### config.mk
export PLATFORM = sky130hd
export DESIGN_NAME = frame_sequencer_flat
export DESIGN_NICKNAME = d
export VERILOG_FILES = /design/src/rtl/ov7670_pkg.sv /design/src/rtl/frame_sequencer_if.sv /design/src/rtl/seq_delay_line.sv /design/src/rtl/frame_sequencer.sv /design/src/flat_wrapper.sv
export SDC_FILE = /design/constraint.sdc
export NUM_CORES = 1
export LEC_CHECK = 0
export CORE_MARGIN = 2
export CORE_UTILIZATION = 40
export DETAILED_ROUTE_END_ITERATION = 8
export RECOVER_POWER = 25
export SETUP_SLACK_MARGIN = 0.4
export SLEW_MARGIN = 10
export SYNTH_ARGS = -nofsm -noshare
export SYNTH_HDL_FRONTEND = slang
export SYNTH_SLANG_ARGS = --single-unit
### constraint.sdc
create_clock -name clk25 -period 3.2 [get_ports clk25]
set_input_delay 0.64 -clock clk25 [delete_from_list [all_inputs] [get_ports clk25]]
set_output_delay 0.64 -clock clk25 [all_outputs]
set_load 0.01 [all_outputs]
### src/rtl/ov7670_pkg.sv
// rtl/ov7670_pkg.sv - shared state type, defaults and sizing helper for the frame copy sequencer
package ov7670_pkg;

  localparam int ADDR_W_DEF = 19;
  localparam int RD_LAT_DEF = 2;

  typedef enum logic [2:0] {
    ST_IDLE,
    ST_COPY,
    ST_DRAIN,
    ST_LENET_REQ,
    ST_LENET_WAIT
  } seq_state_t;

  function automatic bit fits_addr(input int pixels, input int addr_w);
    return longint'(pixels) <= (longint'(1) << addr_w);
  endfunction

endpackage

### src/rtl/frame_sequencer_if.sv
// rtl/frame_sequencer_if.sv - control, memory and inference handshake signals of the frame sequencer
interface frame_sequencer_if
  import ov7670_pkg::*;
#(
  parameter int ADDR_W = ADDR_W_DEF
);

  logic              frame_start;
  logic              pause;
  logic              lenet_mode;
  logic              lenet_ready;
  logic              lenet_done;
  logic              ovr_clr;
  logic [ADDR_W-1:0] rd_addr;
  logic              rd_en;
  logic [ADDR_W-1:0] wr_addr;
  logic              wr_en;
  logic              lenet_start;
  logic              busy;
  logic [7:0]        frame_cnt;
  logic              overrun;

  modport master (
    input  frame_start, pause, lenet_mode, lenet_ready, lenet_done, ovr_clr,
    output rd_addr, rd_en, wr_addr, wr_en, lenet_start, busy, frame_cnt, overrun
  );

  modport slave (
    output frame_start, pause, lenet_mode, lenet_ready, lenet_done, ovr_clr,
    input  rd_addr, rd_en, wr_addr, wr_en, lenet_start, busy, frame_cnt, overrun
  );

endinterface

### src/rtl/seq_delay_line.sv
// rtl/seq_delay_line.sv - fixed-latency valid+address delay matching the source memory read latency
module seq_delay_line #(
  parameter int W   = 19,
  parameter int LAT = 2
) (
  input  logic         clk25,
  input  logic         rst,
  input  logic         in_valid,
  input  logic [W-1:0] in_addr,
  output logic         out_valid,
  output logic [W-1:0] out_addr,
  output logic         pending
);

  logic [LAT-1:0] vld;
  logic [W-1:0]   adr [LAT];

  always_ff @(posedge clk25 or posedge rst) begin
    if (rst) begin
      vld <= '0;
      for (int i = 0; i < LAT; i++) adr[i] <= '0;
    end else begin
      vld[0] <= in_valid;
      adr[0] <= in_addr;
      for (int i = 1; i < LAT; i++) begin
        vld[i] <= vld[i-1];
        adr[i] <= adr[i-1];
      end
    end
  end

  assign out_valid = vld[LAT-1];
  assign out_addr  = adr[LAT-1];

  // The last stage is the write happening this cycle, so it does not count as outstanding.
  if (LAT > 1) begin : g_pending
    assign pending = |vld[LAT-2:0];
  end else begin : g_no_pending
    assign pending = 1'b0;
  end

endmodule

### src/rtl/frame_sequencer.sv
// rtl/frame_sequencer.sv - copies one captured frame to display memory, then optionally starts inference
module frame_sequencer
  import ov7670_pkg::*;
#(
  parameter int WIDTH  = 640,
  parameter int HEIGHT = 480,
  parameter int ADDR_W = ADDR_W_DEF,
  parameter int RD_LAT = RD_LAT_DEF
) (
  input logic               clk25,
  input logic               rst,
  frame_sequencer_if.master bus
);

  localparam logic [ADDR_W-1:0] LAST_ADDR = ADDR_W'(WIDTH * HEIGHT - 1);

  if (!fits_addr(WIDTH * HEIGHT, ADDR_W)) begin : g_size_check
    $error("frame_sequencer: WIDTH*HEIGHT does not fit in ADDR_W address bits");
  end
  if (RD_LAT < 1 || RD_LAT > 4) begin : g_lat_check
    $error("frame_sequencer: RD_LAT must be within 1..4");
  end

  seq_state_t        state, state_n;
  logic [ADDR_W-1:0] rd_addr_q, rd_addr_n;
  logic [ADDR_W-1:0] next_q, next_n;
  logic              rd_en_q, rd_en_n;
  logic [7:0]        cnt_q, cnt_n;
  logic              busy_q, start_q, ovr_q;
  logic              pending;

  // next_q is the address still to be issued; rd_addr_q keeps the last issued one through a pause.
  always_comb begin
    state_n   = state;
    rd_en_n   = 1'b0;
    rd_addr_n = rd_addr_q;
    next_n    = next_q;
    cnt_n     = cnt_q;
    case (state)
      ST_IDLE: begin
        if (bus.frame_start && !bus.pause) begin
          state_n   = ST_COPY;
          rd_en_n   = 1'b1;
          rd_addr_n = '0;
          next_n    = ADDR_W'(1);
        end
      end
      ST_COPY: begin
        if (rd_en_q && rd_addr_q == LAST_ADDR) begin
          state_n   = ST_DRAIN;
          rd_addr_n = '0;
          next_n    = '0;
        end else if (!bus.pause) begin
          rd_en_n   = 1'b1;
          rd_addr_n = next_q;
          next_n    = next_q + ADDR_W'(1);
        end
      end
      ST_DRAIN: begin
        if (!pending) begin
          cnt_n   = cnt_q + 8'd1;
          state_n = bus.lenet_mode ? ST_LENET_REQ : ST_IDLE;
        end
      end
      ST_LENET_REQ: begin
        if (bus.lenet_ready) state_n = ST_LENET_WAIT;
      end
      ST_LENET_WAIT: begin
        if (bus.lenet_done) state_n = ST_IDLE;
      end
      default: state_n = ST_IDLE;
    endcase
  end

  always_ff @(posedge clk25 or posedge rst) begin
    if (rst) begin
      state     <= ST_IDLE;
      rd_addr_q <= '0;
      next_q    <= '0;
      rd_en_q   <= 1'b0;
      cnt_q     <= '0;
      busy_q    <= 1'b0;
      start_q   <= 1'b0;
      ovr_q     <= 1'b0;
    end else begin
      state     <= state_n;
      rd_addr_q <= rd_addr_n;
      next_q    <= next_n;
      rd_en_q   <= rd_en_n;
      cnt_q     <= cnt_n;
      busy_q    <= (state_n != ST_IDLE);
      start_q   <= (state_n == ST_LENET_REQ);
      if (bus.frame_start && state != ST_IDLE) ovr_q <= 1'b1;
      else if (bus.ovr_clr)                    ovr_q <= 1'b0;
    end
  end

  seq_delay_line #(
    .W   (ADDR_W),
    .LAT (RD_LAT)
  ) u_delay (
    .clk25     (clk25),
    .rst       (rst),
    .in_valid  (rd_en_q),
    .in_addr   (rd_addr_q),
    .out_valid (bus.wr_en),
    .out_addr  (bus.wr_addr),
    .pending   (pending)
  );

  assign bus.rd_addr     = rd_addr_q;
  assign bus.rd_en       = rd_en_q;
  assign bus.lenet_start = start_q;
  assign bus.busy        = busy_q;
  assign bus.frame_cnt   = cnt_q;
  assign bus.overrun     = ovr_q;

endmodule
### src/flat_wrapper.sv
// flat-port wrapper written by rule: the top's interface ports become plain ports
module frame_sequencer_flat import ov7670_pkg::*;
#(
  parameter int WIDTH  = 640,
  parameter int HEIGHT = 480,
  parameter int ADDR_W = ADDR_W_DEF,
  parameter int RD_LAT = RD_LAT_DEF
)
  (clk25, rst, bus_frame_start, bus_pause, bus_lenet_mode, bus_lenet_ready, bus_lenet_done, bus_ovr_clr, bus_rd_addr, bus_rd_en, bus_wr_addr, bus_wr_en, bus_lenet_start, bus_busy, bus_frame_cnt, bus_overrun);
  frame_sequencer_if #(.ADDR_W(ADDR_W)) bus_i ();
  input logic clk25;
  input logic rst;
  input wire logic [$bits(bus_i.frame_start)-1:0] bus_frame_start;
  input wire logic [$bits(bus_i.pause)-1:0] bus_pause;
  input wire logic [$bits(bus_i.lenet_mode)-1:0] bus_lenet_mode;
  input wire logic [$bits(bus_i.lenet_ready)-1:0] bus_lenet_ready;
  input wire logic [$bits(bus_i.lenet_done)-1:0] bus_lenet_done;
  input wire logic [$bits(bus_i.ovr_clr)-1:0] bus_ovr_clr;
  output wire logic [$bits(bus_i.rd_addr)-1:0] bus_rd_addr;
  output wire logic [$bits(bus_i.rd_en)-1:0] bus_rd_en;
  output wire logic [$bits(bus_i.wr_addr)-1:0] bus_wr_addr;
  output wire logic [$bits(bus_i.wr_en)-1:0] bus_wr_en;
  output wire logic [$bits(bus_i.lenet_start)-1:0] bus_lenet_start;
  output wire logic [$bits(bus_i.busy)-1:0] bus_busy;
  output wire logic [$bits(bus_i.frame_cnt)-1:0] bus_frame_cnt;
  output wire logic [$bits(bus_i.overrun)-1:0] bus_overrun;
  assign bus_i.frame_start = bus_frame_start;
  assign bus_i.pause = bus_pause;
  assign bus_i.lenet_mode = bus_lenet_mode;
  assign bus_i.lenet_ready = bus_lenet_ready;
  assign bus_i.lenet_done = bus_lenet_done;
  assign bus_i.ovr_clr = bus_ovr_clr;
  assign bus_rd_addr = bus_i.rd_addr;
  assign bus_rd_en = bus_i.rd_en;
  assign bus_wr_addr = bus_i.wr_addr;
  assign bus_wr_en = bus_i.wr_en;
  assign bus_lenet_start = bus_i.lenet_start;
  assign bus_busy = bus_i.busy;
  assign bus_frame_cnt = bus_i.frame_cnt;
  assign bus_overrun = bus_i.overrun;
  frame_sequencer #(.WIDTH(WIDTH), .HEIGHT(HEIGHT), .ADDR_W(ADDR_W), .RD_LAT(RD_LAT)) u_core (.clk25(clk25), .rst(rst), .bus(bus_i));
endmodule
# [After elaboration in Yosys (flattened, before gate mapping)]
# Cells that the tools add are included.
[totals] regBits=93 output_inout_bits=51 inputBits=8 elab_cells=54
[classes] n_reduce_logical=11 addsub=2 eq_ne=8 n_mux=21 bitwise=1
[ops] op="$mux 19" n=6
[ops] op="$pmux 19 s2" n=2
[ops] op="$add 19x1->19 const B" n=1
[ops] op="$eq 19x19->1 const B" n=1
[ops] op="$mux 3" n=5
[ops] op="$pmux 3 s5" n=1
[ops] op="$eq 3x2->1 const B" n=3
[ops] op="$add 8x1->8 const B" n=1
[ops] op="$reduce_bool 3->1" n=2
[ops] op="$mux 1" n=5
[ops] op="$reduce_bool 2->1" n=2
[ops] op="$eq 3x1->1 const B" n=1
[ops] op="$eq 3x3->1 const B" n=1
[ops] op="$logic_and 1x1->1" n=3
[ops] op="$logic_not 3->1" n=1
[ops] op="$ne 3x2->1 const B" n=1
[ops] op="$reduce_and 3->1" n=1
[ops] op="$mux 2" n=1
[ops] op="$ne 2x1->1 const B" n=1
[ops] op="$pmux 1 s2" n=1
[ops] op="$reduce_and 2->1" n=1
[ops] op="$logic_not 1->1" n=1
[ops] op="$not 1->1" n=1

# [Depth between registers and ports, before layout]
[depth] ltp_word=5 depth_mapped=7

# [Cells and area by module]
# Synthesis repeated with hierarchy kept, for this count alone.
[hier_totals] hier_cells=305 hier_area_um2=3744.8
[by_module_without_submodules] module="frame_sequencer" seq_area_each_um2=1326.3 area_per_inst_um2=2597.5 cells_per_inst=245 n_inst=1
[by_module_without_submodules] module="seq_delay_line" seq_area_each_um2=1001.0 area_per_inst_um2=1147.4 cells_per_inst=60 n_inst=1

# [Worst setup path after synthesis]
# OpenSTA, ideal clock, no wires.
[synth_path] kind="register -> register" from="register u_core.rd_addr_q[16] (netlist: u_core.bus.rd_addr[16])" to="register u_core.rd_addr_q[3] (netlist: u_core.bus.rd_addr[3])" synth_period_minus_slack_ps=1595 path_slack_ps=1605 required_ps=3079 n_path_buf=1 arrival_time_ps=1474 path_stages_with_launch=6 cell_sequence="dfrtp_1 -> nor4_4 -> and3_1 -> nor2_1 -> buf_6 -> a22o_1"
[synth_between] elab_chain_cells=4 word_cells_on_any_way=6 classes_between="eq/ne: 2; mux: 2; reduce/logical: 2"
[synth_lines] element="from (decl)" line="frame_sequencer.sv:25" rtl="logic [ADDR_W-1:0] rd_addr_q, rd_addr_n;"
[synth_lines] element="from (signal assigned)" line="frame_sequencer.sv:87" rtl="rd_addr_q <= rd_addr_n;"
[synth_lines] element="$eq 19x19->1 *" line="frame_sequencer.sv:49" rtl="if (rd_en_q && rd_addr_q == LAST_ADDR) begin"
[synth_lines] element="$logic_and 1x1->1 *" line="frame_sequencer.sv:49"
[synth_lines] element="$ne 3x2->1 (no source line) or $mux 19 (tied branches)"
[synth_lines] element="$reduce_and 3->1 (no source line) or $pmux 19 s2 (tied branches)"
# Every way passes the cells marked *; elsewhere a longest branch is shown, timed or not.
# A chain may end at the register's enable or synchronous reset.

# [Final worst setup path]
[layout_path] from="register u_core.state[0]" to="register u_core.rd_addr_q[7] (netlist: u_core.bus.rd_addr[7])"
[layout_between] elab_chain_cells=3 word_cells_on_any_way=7 classes_between="eq/ne: 3; mux: 1; reduce/logical: 3"
[layout_lines] element="from (decl)" line="frame_sequencer.sv:24" rtl="seq_state_t state, state_n;"
[layout_lines] element="from (signal assigned)" line="frame_sequencer.sv:86" rtl="state <= state_n;"
[layout_lines] element="$eq 3x1->1 or $logic_not 3->1 (tied branches)" line="frame_sequencer.sv:39" rtl="case (state)"
[layout_lines] element="$ne 3x2->1 (no source line), or another cell as far along"
[layout_lines] element="$reduce_and 3->1 (no source line)"
# Several ways; a longest one is shown, not always the timed one.

==> summary.md <==
| Metric | Value |
|---|---|
| Status | `finished, final reports clean` |
| CTS Buf Count | `9` |
| Syn Nets | `between 300 and 400` |
| Mean Syn Cell Area | `12.3 sq um` |
| Vias | `2471` |
| Post-Place Cell Area | `4320 sq um` |
| Fin. Hold Viols | `0` |
| Mapped Area | `around 3800 sq um` |
| Hold bufs inserted after CTS | `0` |
| Setup TNS Final | `0 ns` |
| EDFF count, synth | `0` |
| RePlAce Congestion | `between 0.8 and 0.9` |
| Port bufs | `58` |
| Post-synth top area cell | `dfrtp_1` |
| Gr usage total | `0.160` |
| FF-to-FF End | `u_core.bus.rd_addr[7]` |
| Hold Path Class | `reg -> reg` |
| H-tree levels | `3` |
| Clk sink count | `93` |
| R2r worst-path depth | `5` |
| Clock slew at reported path FFs | `0.10 ns` |
| TritonCTS clock tree | `yes` |
| Worst Hold Slack | `around 0.35 ns` |
| Post-layout power | `~0.0029 W` |
| Fraction of layout cells with a size suffix above 1 | `0.101` |
| Buf/Inv on CP | `1` |
| Area Growth Syn to Fin | `20.5%` |
| Final non-filler cell area | `roughly 4500 sq um` |
| Synth top area share | `0.618` |
| Max incr delay on CP | `~0.62 ns` |
| FF+latch count, synth | `93` |
| Setup crit end kind | `flip-flop` |
| Peak VDD IR | `~0.24 mV` |
| Clock Skew | `about 0.012 ns` |
| Worst skew pair latency | `~0.37 ns` |
| Maxcap violations | `0` |
| Post-CTS resize count | `0` |
| Async SR Flop Fraction | `1.00` |
| # DRC | `0` |
| CP Launch Type | `flip-flop` |
| WP depth | `5` |
| CTS Buffer Depth | `2` |
| PD cells | `about 640 nW/um^2` |
| DRT Pass-1 Iters | `4` |
| Crit path cell chain | `nor3b_2 > and3_1 > nor2_1 > buf_4 > a22o_1` |
| Yosys warns | `0` |
| Largest net degree at the start of global routing | `38` |
| Reg-to-reg slack, setup | `1.01 ns` |
| WP data arrival | `roughly 2.4 ns` |
| First-pass GRT wire length | `roughly 13000 microns` |
| Wire per inst | `between 15 and 20 microns` |
| FP Rows | `35` |
| Post-synthesis cell type count | `46` |
| Max-slew violation count | `0` |
| # setup viols final | `0` |
| Worst EP required | `roughly 3.5 ns` |
| Crit-path leading delay family | `simple AND/OR/NAND/NOR gates` |
| Final Net Count | `360` |
| Slew of the pin with the lowest slew margin | `approximately 1.0 ns` |
| Top post-synthesis cells by area | `dfrtp_1 (62%), a22o_1 (4.9%), buf_4 (4.4%)` |
| GR Overflow Total | `0` |
| Tcrit/Tclk final | `0.683` |
| Ys flop type | `dfrtp_1` |
| Initial antenna violation count | `0` |
| Final HPWL DP | `approximately 5100 microns` |
| P_leak | `2.01 nW` |
| Initial Utilization | `0.409` |
| Die height | `approximately 100 microns` |
| Worst setup path category | `reg -> reg` |
| Initial detailed-routing violation count | `roughly 130` |
| Fillers | `a little over 800` |
| Core area | `roughly 9200 sq um` |
| I/O pin count | `59` |
| Min-delay src | `u_core.u_delay.adr[37]` |
| Number of global-route vias before repair | `between 2000 and 2500` |
| Crit-path slowest cell | `dfrtp_1` |
| Worst setup path end | `u_core.bus.rd_addr[7]` |
| WL final | `between 7000 and 8000 microns` |
| Fin crit period | `~2.2 ns` |
| Rel. slew slack | `0.299` |
| RSZ-0062 raised after global routing | `no` |
| Fmax | `roughly 460 MHz` |
| DRT antenna net count | `0` |
| Post-CTS setup buffers | `0` |
| Root cell of the clock tree | `clkbuf_8` |
| Gate Count Post-Synth | `approximately 300` |
| Die width | `a little over 100 microns` |
| Post-synthesis sequential area ratio | `0.618` |
| Max Fanout on Critical Path | `20` |
| Critical Path Start | `u_core.state[0]` |
| Diode count | `0` |
| DR vias/cell | `approximately 5.3` |
| Worst r2r src | `u_core.state[0]` |
| Die Area | `10200 sq um` |
==> cells in the mapped netlist (4+ instances only) <==
cell      n
dfrtp_1  93
xnor2_1   6
a21oi_1  16
nand4_1  12
a22oi_1   6
inv_1     8
buf_2     6
o21ai_0  12
nand2_1  15
nand3_1  13
buf_4    22
and3_1    6
nor3b_1   4
a22o_1   21
nor2_1   14
==> worst min path at each step <==
stage	end	slack, ns	cells after the start
final	u_core.u_delay.out_addr[18]	0.35	0
after global routing	u_core.u_delay.out_addr[18]	0.36	0
after CTS	u_core.u_delay.out_addr[18]	0.35	0
after detailed placement	u_core.u_delay.out_addr[5]	0.33	0
after global placement	u_core.u_delay.out_addr[4]	0.33	0
after floorplan	u_core.u_delay.out_addr[0]	0.33	0
==> registers in the layout, summed over array words and instances, names as in the netlist <==
signal                   flops
u_core.bus.frame_cnt         8
u_core.bus.overrun           1
u_core.u_delay.vld           2
u_core.bus.busy              1
u_core.bus.rd_en             1
u_core.bus.rd_addr          19
u_core.bus.lenet_start       1
u_core.state                 3
u_core.next_q               19
u_core.u_delay.adr          19
u_core.u_delay.out_addr     19
==> placed cells by master, fill, tap and decap left out, drive strengths merged, types with 2 or more instances in the layout <==
master         instances
nor3b                  5
dfrtp                 93
buf                    6
or3                    3
clkinv                 2
o21a                   2
nand4b                 3
ha                     2
a22oi                  6
o21ai                 14
and3                   6
mux2i                  3
nand3                 13
nand2b                 2
a22o                  21
or3b                   3
nor2                  17
a41oi                  3
inv                   11
nand2                 17
nand3b                 2
nor3                   6
a21oi                 17
xnor2                  6
clkbuf                 9
nand4                 12
clkdlybuf4s50         57
o22ai                  2
==> power breakdown <==
group / total, W / internal (W) / leakage, nW / switching [W]
registers: 0.00149 / 0.00133 / 1.25 / 0.000156
logic: 0.000586 / 0.000293 / 0.652 / 0.000293
clock network: 0.000838 / 0.000383 / 0.110 / 0.000455
total: 0.00291 / 0.00201 / 2.01 / 0.000905
==> layout make-up <==
| cell class | instances | area, sq um | share of cell area |
|---|---|---|---|
| Clock buffer | 9 | 124 | 0.0273 |
| Clock inverter | 7 | 90.1 | 0.0199 |
| Inverter | 8 | 31.3 | 0.00690 |
| Multi-Input combinational cell | 174 | 1180 | 0.261 |
| Sequential cell | 93 | 2330 | 0.513 |
| Tap cell | 111 | 139 | 0.0306 |
| Timing Repair Buffer | 64 | 638 | 0.141 |
==> metrics by stage <==
step / util / cells / worst slack (ns)
final: 0.493 / 466 / 1.01
after global routing: 0.493 / 466 / 0.867
after CTS: 0.493 / 466 / 1.03
after detailed placement: 0.470 / 450 / 0.673
after global placement: 0.470 / 450 / 0.738
after floorplan: - / 306 / 1.47
==> cell families after synthesis <==
family	Yosys count	synth area share
xor+xnor	7	0.0163
buf+inv	39	0.0668
flops	93	0.618
compound gates	69	0.127
simple gates	92	0.154
fa+ha+maj	2	0.00665
mux	4	0.0110
==> layer usage <==
metal	share of wire	up-vias	routed length (microns)	GRT usage
met3	0.049	9	363	0.0506
met2	0.45	56	3320	0.220
li1	-	1178	-	-
met5	0	-	0	0
met1	0.49	1228	3630	0.238
met4	0.011	0	84	0.0541
(Power assumes the default switching activity.)
